### config.mk
export PLATFORM = sky130hd
export DESIGN_NAME = imem_loader
export DESIGN_NICKNAME = d
export VERILOG_FILES = /design/src/rtl/imem_loader_pkg.sv /design/src/rtl/imem_loader_assembler.sv /design/src/rtl/imem_loader.sv
export SDC_FILE = /design/constraint.sdc
export NUM_CORES = 1
export LEC_CHECK = 0
export BUFFER_PORTS_ARGS = -buffer_cell sky130_fd_sc_hd__buf_4
export CAP_MARGIN = 5
export CORE_ASPECT_RATIO = 0.75
export CORE_MARGIN = 2
export CORE_UTILIZATION = 35
export CTS_CLUSTER_DIAMETER = 120
export DETAILED_ROUTE_END_ITERATION = 10
export SLEW_MARGIN = 20
export SYNTH_ARGS = -nofsm -noshare
export SYNTH_HDL_FRONTEND = slang
export SYNTH_SLANG_ARGS = --single-unit
### constraint.sdc
create_clock -name clk -period 4.1 [get_ports clk]
set_clock_uncertainty 0.15 [all_clocks]
set_input_delay 0.615 -clock clk [delete_from_list [all_inputs] [get_ports clk]]
set_output_delay 0.615 -clock clk [all_outputs]
set_load 0.005 [all_outputs]
### src/rtl/imem_loader_pkg.sv
// Shared types and constants for the instruction-memory boot loader.
package imem_loader_pkg;

    localparam int unsigned BYTES_PER_WORD = 4;
    localparam int unsigned IMEM_DEPTH     = 1024;
    localparam int unsigned BYTE_W         = 8;
    localparam int unsigned WORD_W         = 32;
    localparam int unsigned LEN_W          = 16;

    typedef enum logic [2:0] {
        IDLE,
        LEN_HI,
        LEN_LO,
        DATA,
        WRITE,
        CHK,
        DONE,
        ERR
    } state_e;

    // Word address base+idx, wrapped to addr_w bits and zero-extended.
    function automatic logic [WORD_W-1:0] wrap_addr(
        input logic [WORD_W-1:0] base,
        input logic [LEN_W-1:0]  idx,
        input int unsigned       addr_w
    );
        logic [WORD_W-1:0] mask;
        mask = (WORD_W'(1) << addr_w) - WORD_W'(1);
        return (base + WORD_W'(idx)) & mask;
    endfunction

endpackage

### src/rtl/imem_loader_assembler.sv
// Packs big-endian bytes into words; word/word_valid are look-ahead
// outputs that already include the byte offered this cycle.
module byte_word_assembler
    import imem_loader_pkg::*;
(
    input  logic              clk,
    input  logic              rst,
    input  logic              clear_i,
    input  logic              byte_valid_i,
    input  logic [BYTE_W-1:0] byte_i,
    output logic [WORD_W-1:0] word_c,
    output logic              word_valid_c
);
    localparam int unsigned       CNT_W   = $clog2(BYTES_PER_WORD);
    localparam int unsigned       SHIFT_W = WORD_W - BYTE_W;
    localparam logic [CNT_W-1:0]  LAST    = CNT_W'(BYTES_PER_WORD - 1);

    logic [SHIFT_W-1:0] shift_q;
    logic [CNT_W-1:0]   cnt_q;

    assign word_c       = {shift_q, byte_i};
    assign word_valid_c = byte_valid_i && (cnt_q == LAST);

    // Counter wraps to zero after the last byte of a word.
    always_ff @(posedge clk or posedge rst) begin
        if (rst) begin
            shift_q <= '0;
            cnt_q   <= '0;
        end else if (clear_i) begin
            shift_q <= '0;
            cnt_q   <= '0;
        end else if (byte_valid_i) begin
            shift_q <= word_c[SHIFT_W-1:0];
            cnt_q   <= cnt_q + CNT_W'(1);
        end
    end

endmodule

### src/rtl/imem_loader.sv
// Boot-time instruction-memory writer fed by a big-endian byte stream.
// Define IMEM_LOADER_CHECKSUM_EN to require a trailing XOR checksum byte.
module imem_loader
    import imem_loader_pkg::*;
#(
    parameter int unsigned ADDR_W    = $clog2(IMEM_DEPTH),
    parameter int unsigned BASE_ADDR = 0
) (
    input  logic              clk,
    input  logic              rst,
    input  logic              start_i,
    input  logic              in_valid_i,
    input  logic [BYTE_W-1:0] in_data_i,
    output logic              in_ready_o,
    output logic              mem_we_o,
    output logic [WORD_W-1:0] mem_addr_o,
    output logic [WORD_W-1:0] mem_wdata_o,
    output logic              busy_o,
    output logic              done_o,
    output logic              error_o,
    output logic [LEN_W-1:0]  words_written_o
);
    localparam logic [32:0] MAX_WORDS = 33'(1) << ADDR_W;
`ifdef IMEM_LOADER_CHECKSUM_EN
    localparam state_e FINISH = CHK;
`else
    localparam state_e FINISH = DONE;
`endif

    state_e              state_q, state_d;
    logic [BYTE_W-1:0]   len_hi_q;
    logic [LEN_W-1:0]    len_q, len_d;
    logic [LEN_W-1:0]    words_q, words_d;
    logic                in_ready_q, mem_we_q, busy_q, done_q, error_q;
    logic [WORD_W-1:0]   mem_addr_q, mem_wdata_q;
    logic                accept_c, start_c;
    logic [WORD_W-1:0]   word_c;
    logic                word_valid_c;

    assign accept_c = in_valid_i && in_ready_q;
    assign start_c  = start_i && ((state_q == IDLE) || (state_q == DONE) || (state_q == ERR));
    assign len_d    = {len_hi_q, in_data_i};
    assign words_d  = words_q + LEN_W'(1);

    byte_word_assembler u_asm (
        .clk          (clk),
        .rst          (rst),
        .clear_i      (start_c),
        .byte_valid_i ((state_q == DATA) && accept_c),
        .byte_i       (in_data_i),
        .word_c       (word_c),
        .word_valid_c (word_valid_c)
    );

`ifdef IMEM_LOADER_CHECKSUM_EN
    logic [BYTE_W-1:0] csum_q;

    // Running XOR over data bytes only; length bytes are excluded.
    always_ff @(posedge clk or posedge rst) begin
        if (rst) begin
            csum_q <= '0;
        end else if (start_c) begin
            csum_q <= '0;
        end else if ((state_q == DATA) && accept_c) begin
            csum_q <= csum_q ^ in_data_i;
        end
    end
`endif

    // Next-state selection.
    always_comb begin
        state_d = state_q;
        case (state_q)
            IDLE, DONE, ERR: if (start_i) state_d = LEN_HI;
            LEN_HI:          if (accept_c) state_d = LEN_LO;
            LEN_LO: begin
                if (accept_c) begin
                    if (len_d == '0)                  state_d = FINISH;
                    else if (33'(len_d) > MAX_WORDS)  state_d = ERR;
                    else                              state_d = DATA;
                end
            end
            DATA:            if (word_valid_c) state_d = WRITE;
            WRITE:           state_d = (words_d == len_q) ? FINISH : DATA;
`ifdef IMEM_LOADER_CHECKSUM_EN
            CHK:             if (accept_c) state_d = (in_data_i == csum_q) ? DONE : ERR;
`endif
            default:         state_d = IDLE;
        endcase
    end

    // Outputs are decoded from the next state so they are valid in the state they describe.
    always_ff @(posedge clk or posedge rst) begin
        if (rst) begin
            state_q     <= IDLE;
            len_hi_q    <= '0;
            len_q       <= '0;
            words_q     <= '0;
            in_ready_q  <= 1'b0;
            mem_we_q    <= 1'b0;
            mem_addr_q  <= '0;
            mem_wdata_q <= '0;
            busy_q      <= 1'b0;
            done_q      <= 1'b0;
            error_q     <= 1'b0;
        end else begin
            state_q    <= state_d;
            in_ready_q <= (state_d == LEN_HI) || (state_d == LEN_LO) ||
                          (state_d == DATA)   || (state_d == CHK);
            busy_q     <= !((state_d == IDLE) || (state_d == DONE) || (state_d == ERR));
            done_q     <= (state_d == DONE);
            error_q    <= (state_d == ERR);
            mem_we_q   <= (state_d == WRITE);
            if (start_c) begin
                words_q <= '0;
            end else if (state_q == WRITE) begin
                words_q <= words_d;
            end
            if ((state_q == LEN_HI) && accept_c) len_hi_q <= in_data_i;
            if ((state_q == LEN_LO) && accept_c) len_q    <= len_d;
            if (word_valid_c) begin
                mem_addr_q  <= wrap_addr(WORD_W'(BASE_ADDR), words_q, ADDR_W);
                mem_wdata_q <= word_c;
            end
        end
    end

    assign in_ready_o      = in_ready_q;
    assign mem_we_o        = mem_we_q;
    assign mem_addr_o      = mem_addr_q;
    assign mem_wdata_o     = mem_wdata_q;
    assign busy_o          = busy_q;
    assign done_o          = done_q;
    assign error_o         = error_q;
    assign words_written_o = words_q;

endmodule

### Word-level counts from Yosys, hierarchy flattened

Cells that the tools add are included.

| word-level totals | value |
|---|---|
| output and inout port bits | 85 |
| register bits after elaboration | 116 |
| logic and storage cells | 65 |

| operators by class | value |
|---|---|
| add/subtract/negate cells | 2 |
| reductions and logical operators | 20 |
| order comparisons | 1 |
| equal/unequal tests | 15 |
| muxes and demuxes | 14 |

Operator list:

| cell | number |
|---|---|
| $mux W24 | 2 |
| $mux W16 | 2 |
| $eq A3 B3 Y1 const B | 7 |
| $mux W3 | 7 |
| $add A16 B1 Y16 const B | 1 |
| $eq A16 B16 Y1 | 1 |
| $gt A16 B11 Y1 const B | 1 |
| $logic_not A16 Y1 | 1 |
| $pmux W3 S5 | 1 |
| $eq A3 B2 Y1 const B | 4 |
| $logic_or A1 B1 Y1 | 7 |
| $eq A3 B1 Y1 const B | 2 |
| $logic_and A1 B1 Y1 | 6 |
| $logic_not A3 Y1 | 2 |
| $mux W2 | 2 |
| $reduce_bool A2 Y1 | 2 |
| $reduce_or A3 Y1 | 1 |
| $add A2 B1 Y2 const B | 1 |
| $eq A2 B2 Y1 const B | 1 |
| $logic_not A1 Y1 | 1 |

### Logic depth before layout (Yosys ltp)

| logic depth | value |
|---|---|
| depth in word-level cells | 9 |
| gate-level depth with buffers | 10 |

### Hierarchy

A second synthesis with hierarchy kept.

| second synthesis, totals | value |
|---|---|
| cell total of the unflattened synthesis | 485 |
| area, all modules | 5557.8 µm² |

Modules (own cells, without submodules):

| module | cells each | instances | area an instance (µm²) |
|---|---|---|---|
| imem_loader | 390 | 1 | 4399.2 |
| byte_word_assembler | 95 | 1 | 1158.6 |

### Worst setup path after synthesis

Ideal clock, no wire load.

| timing | value |
|---|---|
| kind | reg-to-reg |
| from | reg words_q[1], in the netlist words_written_o[1] |
| to | reg done_q, in the netlist done_o |
| cell stages (with the launch flop) | 10 |
| data arrival time | 2.237 ns |
| setup slack | 1.633 ns |
| path buffers | 1 |
| required time | 3.870 ns |
| cell sequence | dfrtp_1 -> ha_1 -> and3_1 -> buf_4 -> mux2i_1 -> mux2i_1 -> o21ai_0 -> or4_4 -> o21ai_2 -> nor3b_2 |

| on the way | value |
|---|---|
| cells in the longest elaborated chain, start to end | 5 |

Ends and longest elaborated chain:

| element | line | RTL |
|---|---|---|
| from (decl) | imem_loader.sv:33 | `logic [LEN_W-1:0] words_q, words_d;` |
| from (signal assigned) | imem_loader.sv:117 | `words_q <= words_d;` |
| $add A16 B1 Y16 | imem_loader.sv:43 | `assign words_d = words_q + LEN_W'(1);` |
| $eq A16 B16 Y1 | imem_loader.sv:84 | `WRITE: state_d = (words_d == len_q) ? FINISH : DATA;` |
| $mux W3 | imem_loader.sv:84 |  |
| $pmux W3 S5 | imem_loader.sv:73 | `case (state_q)` |
| $eq A3 B3 Y1 | imem_loader.sv:111 | `done_q <= (state_d == DONE);` |
| to (signal assigned) | imem_loader.sv:111 |  |
| to (decl) | imem_loader.sv:34 | `logic in_ready_q, mem_we_q, busy_q, done_q, error_q;` |

Every way passes these cells.
A chain may end at the register's enable or synchronous reset.

### Worst setup path in the final report

| timing | value |
|---|---|
| from | reg words_q[0], in the netlist words_written_o[0] |
| to | reg done_q, in the netlist done_o |

Same word-level chain as after synthesis.

==> impl_results.rst <==
.. list-table::
   :header-rows: 1

   * - Metric
     - Value
   * - Leading register cell type out of synthesis
     - sky130_fd_sc_hd__dfrtp_1
   * - Row count
     - 39
   * - Setup Crit Path Kind
     - reg -> reg
   * - Crit. End Element
     - flop
   * - Maximum capacitance violations
     - 0
   * - PostCTS Resize Cnt
     - 0
   * - Leak
     - 3.16 nW
   * - Vias in the first global route
     - 3810
   * - Number of sinks driven by the clock tree
     - 116
   * - Count of buffers from port buffering
     - 74
   * - Final wirelength
     - 12.5 mm
   * - Unrepaired setup endpoints after global routing
     - no
   * - Peak per-stage delay on the critical path
     - 0.55 ns
   * - Category of cells accounting for the largest share of critical-path delay
     - simple AND/OR/NAND/NOR gates
   * - TritonCTS clock tree
     - yes
   * - Top cells by instance count after synthesis
     - 116 x sky130_fd_sc_hd__dfrtp_1, 70 x sky130_fd_sc_hd__nand2_1, 64 x sky130_fd_sc_hd__mux2_2
   * - GR met1 Demand/Resource
     - 23.4%
   * - Antenna diode instance count
     - 0
   * - Number of vias per cell
     - 4.96
   * - Number of setup buffers added after CTS
     - 0
   * - Most Crowded Layer GR
     - met1
   * - Grt total ovfl
     - 0
   * - Final nets
     - 582
   * - Req. time, crit path
     - 4.27 ns
   * - Leading cell types by total area after synthesis
     - sky130_fd_sc_hd__dfrtp_1 53%, sky130_fd_sc_hd__mux2_2 13%, sky130_fd_sc_hd__nand2_1 4.8%
   * - Area of the core
     - 15200 um2
   * - Arrival time at the worst endpoint
     - 3.04 ns
   * - Drt first pass iters
     - 5
   * - Clock edge transition at the registers on the reported setup and hold paths
     - 0.05 ns
   * - Die outline width
     - 148 um
   * - Most numerous cell in the Yosys netlist
     - sky130_fd_sc_hd__dfrtp_1
   * - 1st-iter DRT viols
     - 340
   * - Largest fanout on the critical path
     - 10
   * - Number of clock buffers inserted by TritonCTS
     - 17
   * - Fin. max-slew vios
     - 0
   * - Maximum number of pins on one net before global-route repair
     - 68
   * - Highest achievable clock rate
     - 348 MHz
   * - Async SR Flop Fraction
     - 100%
   * - Number of buffers and inverters on the critical path
     - 0
   * - Synthesized area per cell
     - 10.9 um2
   * - Hold violation count in the final report
     - 0
   * - Initial antenna violation count
     - 0
   * - Fraction of final layout cells sized beyond drive strength 1
     - 32.9%
   * - DRC violation count after routing
     - 0
   * - Unique masters post-synth
     - 52
   * - Routed WL per cell
     - 15.9 um
   * - Number of H-tree branching levels
     - 4
   * - VDD IR-drop max
     - 0.000324 V
   * - Worst setup SP type
     - flop
   * - Via count
     - 3897
   * - Fraction of synthesized cell area taken by the top area cell type
     - 53.1%
   * - Number of flops mapped to enable cells by yosys
     - 0
   * - FILL cells
     - 1443
   * - Global routing usage on met3
     - 5.04%
   * - Initial standard-cell utilization of the core
     - 35.9%
   * - Master cell of the clock root buffer
     - sky130_fd_sc_hd__clkbuf_16
   * - Setup WS pre-CTS
     - 1.20 ns
   * - Remaining antenna violation count after routing
     - 0
   * - Status
     - finished clean
   * - Crit share post-route
     - 70.1%
   * - Crit-path slowest cell
     - sky130_fd_sc_hd__dfrtp_1
   * - Buffers from clock root to sink, at most
     - 2
   * - Number of primary I/O pins
     - 97
   * - Area of the die
     - 16600 um2
   * - Share of the yosys chip area belonging to registers
     - 53.1%
   * - Total power per unit cell area
     - 697 nW/um2
   * - Area added between synthesis and finish
     - 23.0%
   * - Chain of cells forming the critical path
     - ha_1 -> and3_1 -> nand4_2 -> xnor2_1 -> nand4_1 -> or4_4 -> o21ai_2 -> nor3b_2
   * - Ys Warns
     - 0
   * - Hold-fix buffers, CTS
     - 0
   * - First-pass GRT wire length
     - 20.5 mm
   * - HPWL reported at the end of detailed placement
     - 8.74 mm
   * - Final WS setup
     - 1.23 ns
   * - Register bit total from synthesis
     - 116
   * - Post-Syn Area
     - 5460 um2
   * - Later-pin clock latency in the skew report
     - 0.41 ns
   * - GR met2 Demand/Resource
     - 21.9%
   * - Chip Height
     - 112 um
   * - Setup TNS
     - 0 ns
   * - Number of standard cells after synthesis
     - 499
   * - Worst hold-check path type
     - in -> async
   * - Final setup viols
     - 0
   * - Headroom to the max-slew limit
     - 35.8%
   * - Least-Margin Pin Slew
     - 0.959 ns
   * - Weighted congestion reported at the end of routability-driven placement
     - 0.821
   * - Synth area leader
     - sky130_fd_sc_hd__dfrtp_1
   * - Global Route Usage Sum
     - 15.7%
   * - Minimum period implied by the final worst setup slack
     - 2.87 ns
[cell usage in the layout, fill, tap and decap left out, types with 3 or more instances in the layout]
master                      Yosys  layout
sky130_fd_sc_hd__and3_1         3       3
sky130_fd_sc_hd__nand4_1        8       8
sky130_fd_sc_hd__a31oi_1        3       3
sky130_fd_sc_hd__a21oi_1       30      30
sky130_fd_sc_hd__nor3_1         4       4
sky130_fd_sc_hd__o31ai_1        8       8
sky130_fd_sc_hd__nor2_1        23      23
sky130_fd_sc_hd__o21a_1         3       3
sky130_fd_sc_hd__mux2i_1        4       4
sky130_fd_sc_hd__mux2_2        64      64
sky130_fd_sc_hd__conb_1         1      22
sky130_fd_sc_hd__nand2_1       70      69
sky130_fd_sc_hd__o21ai_0       30      30
sky130_fd_sc_hd__inv_1          7       6
sky130_fd_sc_hd__buf_4         24      79
sky130_fd_sc_hd__dfrtp_1      116     116
sky130_fd_sc_hd__clkbuf_16      0      17
sky130_fd_sc_hd__clkinv_2       0       5
sky130_fd_sc_hd__and2_1         4       4
sky130_fd_sc_hd__xnor2_1       16      16
sky130_fd_sc_hd__nor2b_1        3       3
sky130_fd_sc_hd__nand3_1        9       9
sky130_fd_sc_hd__xor2_1         7       7
sky130_fd_sc_hd__bufinv_16      0       3
sky130_fd_sc_hd__clkbuf_1      16       3
[layer usage]
layer / vias up / share of wire, %
met2: 141 / 42
met1: 1905 / 50
met4: 0 / 1.1
met3: 11 / 6.6
li1: 1840 / -
met5: - / 0
[power by group]
group | leakage [nW] | internal, mW | switching (mW)
Combinational | 1.33 | 0.695 | 0.613
Clock | 0.290 | 0.981 | 0.505
Sequential | 1.54 | 1.54 | 0.343
[flip-flops by register name (all words and copies together), names as in the netlist]
signal / cells
mem_wdata_o: 32
u_asm.shift_q: 24
len_q: 16
words_written_o: 16
mem_addr_o: 10
len_hi_q: 8
state_q: 3
u_asm.cnt_q: 2
busy_o: 1
done_o: 1
error_o: 1
in_ready_o: 1
mem_we_o: 1
[metrics by stage]
step | instances | cell area, um2 | utilization (%) | hold slack (ns) | power, mW
after global placement | 754 | 6120 | 40.2 | 0.325 | 3.17
after detailed placement | 754 | 6120 | 40.2 | 0.333 | 3.22
after floorplan | 520 | 5540 | - | 0.323 | 2.70
after CTS | 786 | 6720 | 44.1 | 0.271 | 4.73
after global routing | 786 | 6720 | 44.1 | 0.309 | 4.98
final | 786 | 6720 | 44.1 | 0.235 | 4.68
[kinds of logic (layout without fill, tap and decap cells)]
logic type / Yosys count / count (layout) / share of synthesized area (%)
and+or+nand+nor: 145 / 145 / 13.5
DFF: 116 / 116 / 53.1
AOI/OAI and AO/OA: 86 / 86 / 9.32
muxes: 68 / 68 / 13.9
buffers and inverters: 58 / 119 / 5.93
xor gates and xnor gates: 23 / 23 / 3.69
adders and majority gates: 2 / 2 / 0.458
other: 1 / 22 / 0.0686
[worst register-to-register path, delay by kind of cell (launching register included)]
family / cells / cell delay, ns
compound gates: 1 / 0.25
xor+xnor: 1 / 0.19
fa+ha+maj: 1 / 0.32
flops: 1 / 0.55
simple gates: 5 / 1.32
[final cells by class]
class	instances	area (um2)	area share, %
timing repair buffer	80	613	9.13
multi-input combinational	346	2320	34.6
clock inverter	10	130	1.94
sequential	116	2900	43.2
tap	205	256	3.82
clock buffer	22	464	6.91
inverter	7	28.8	0.428
[path summary, 6_finish.rpt]
check	cells after the start	start	end	slack (ns)
min in group clk	2	mem_addr_o[2]	mem_addr_o[2]	0.34
hold / removal	2	rst	mem_wdata_o[3]	0.24
setup reg to reg	8	words_written_o[0]	done_o	1.23
setup / recovery	8	words_written_o[0]	done_o	1.23
max in group asynchronous	3	rst	mem_wdata_o[23]	2.81
hold reg to reg	2	mem_addr_o[2]	mem_addr_o[2]	0.34
(Power assumes the default switching activity.)
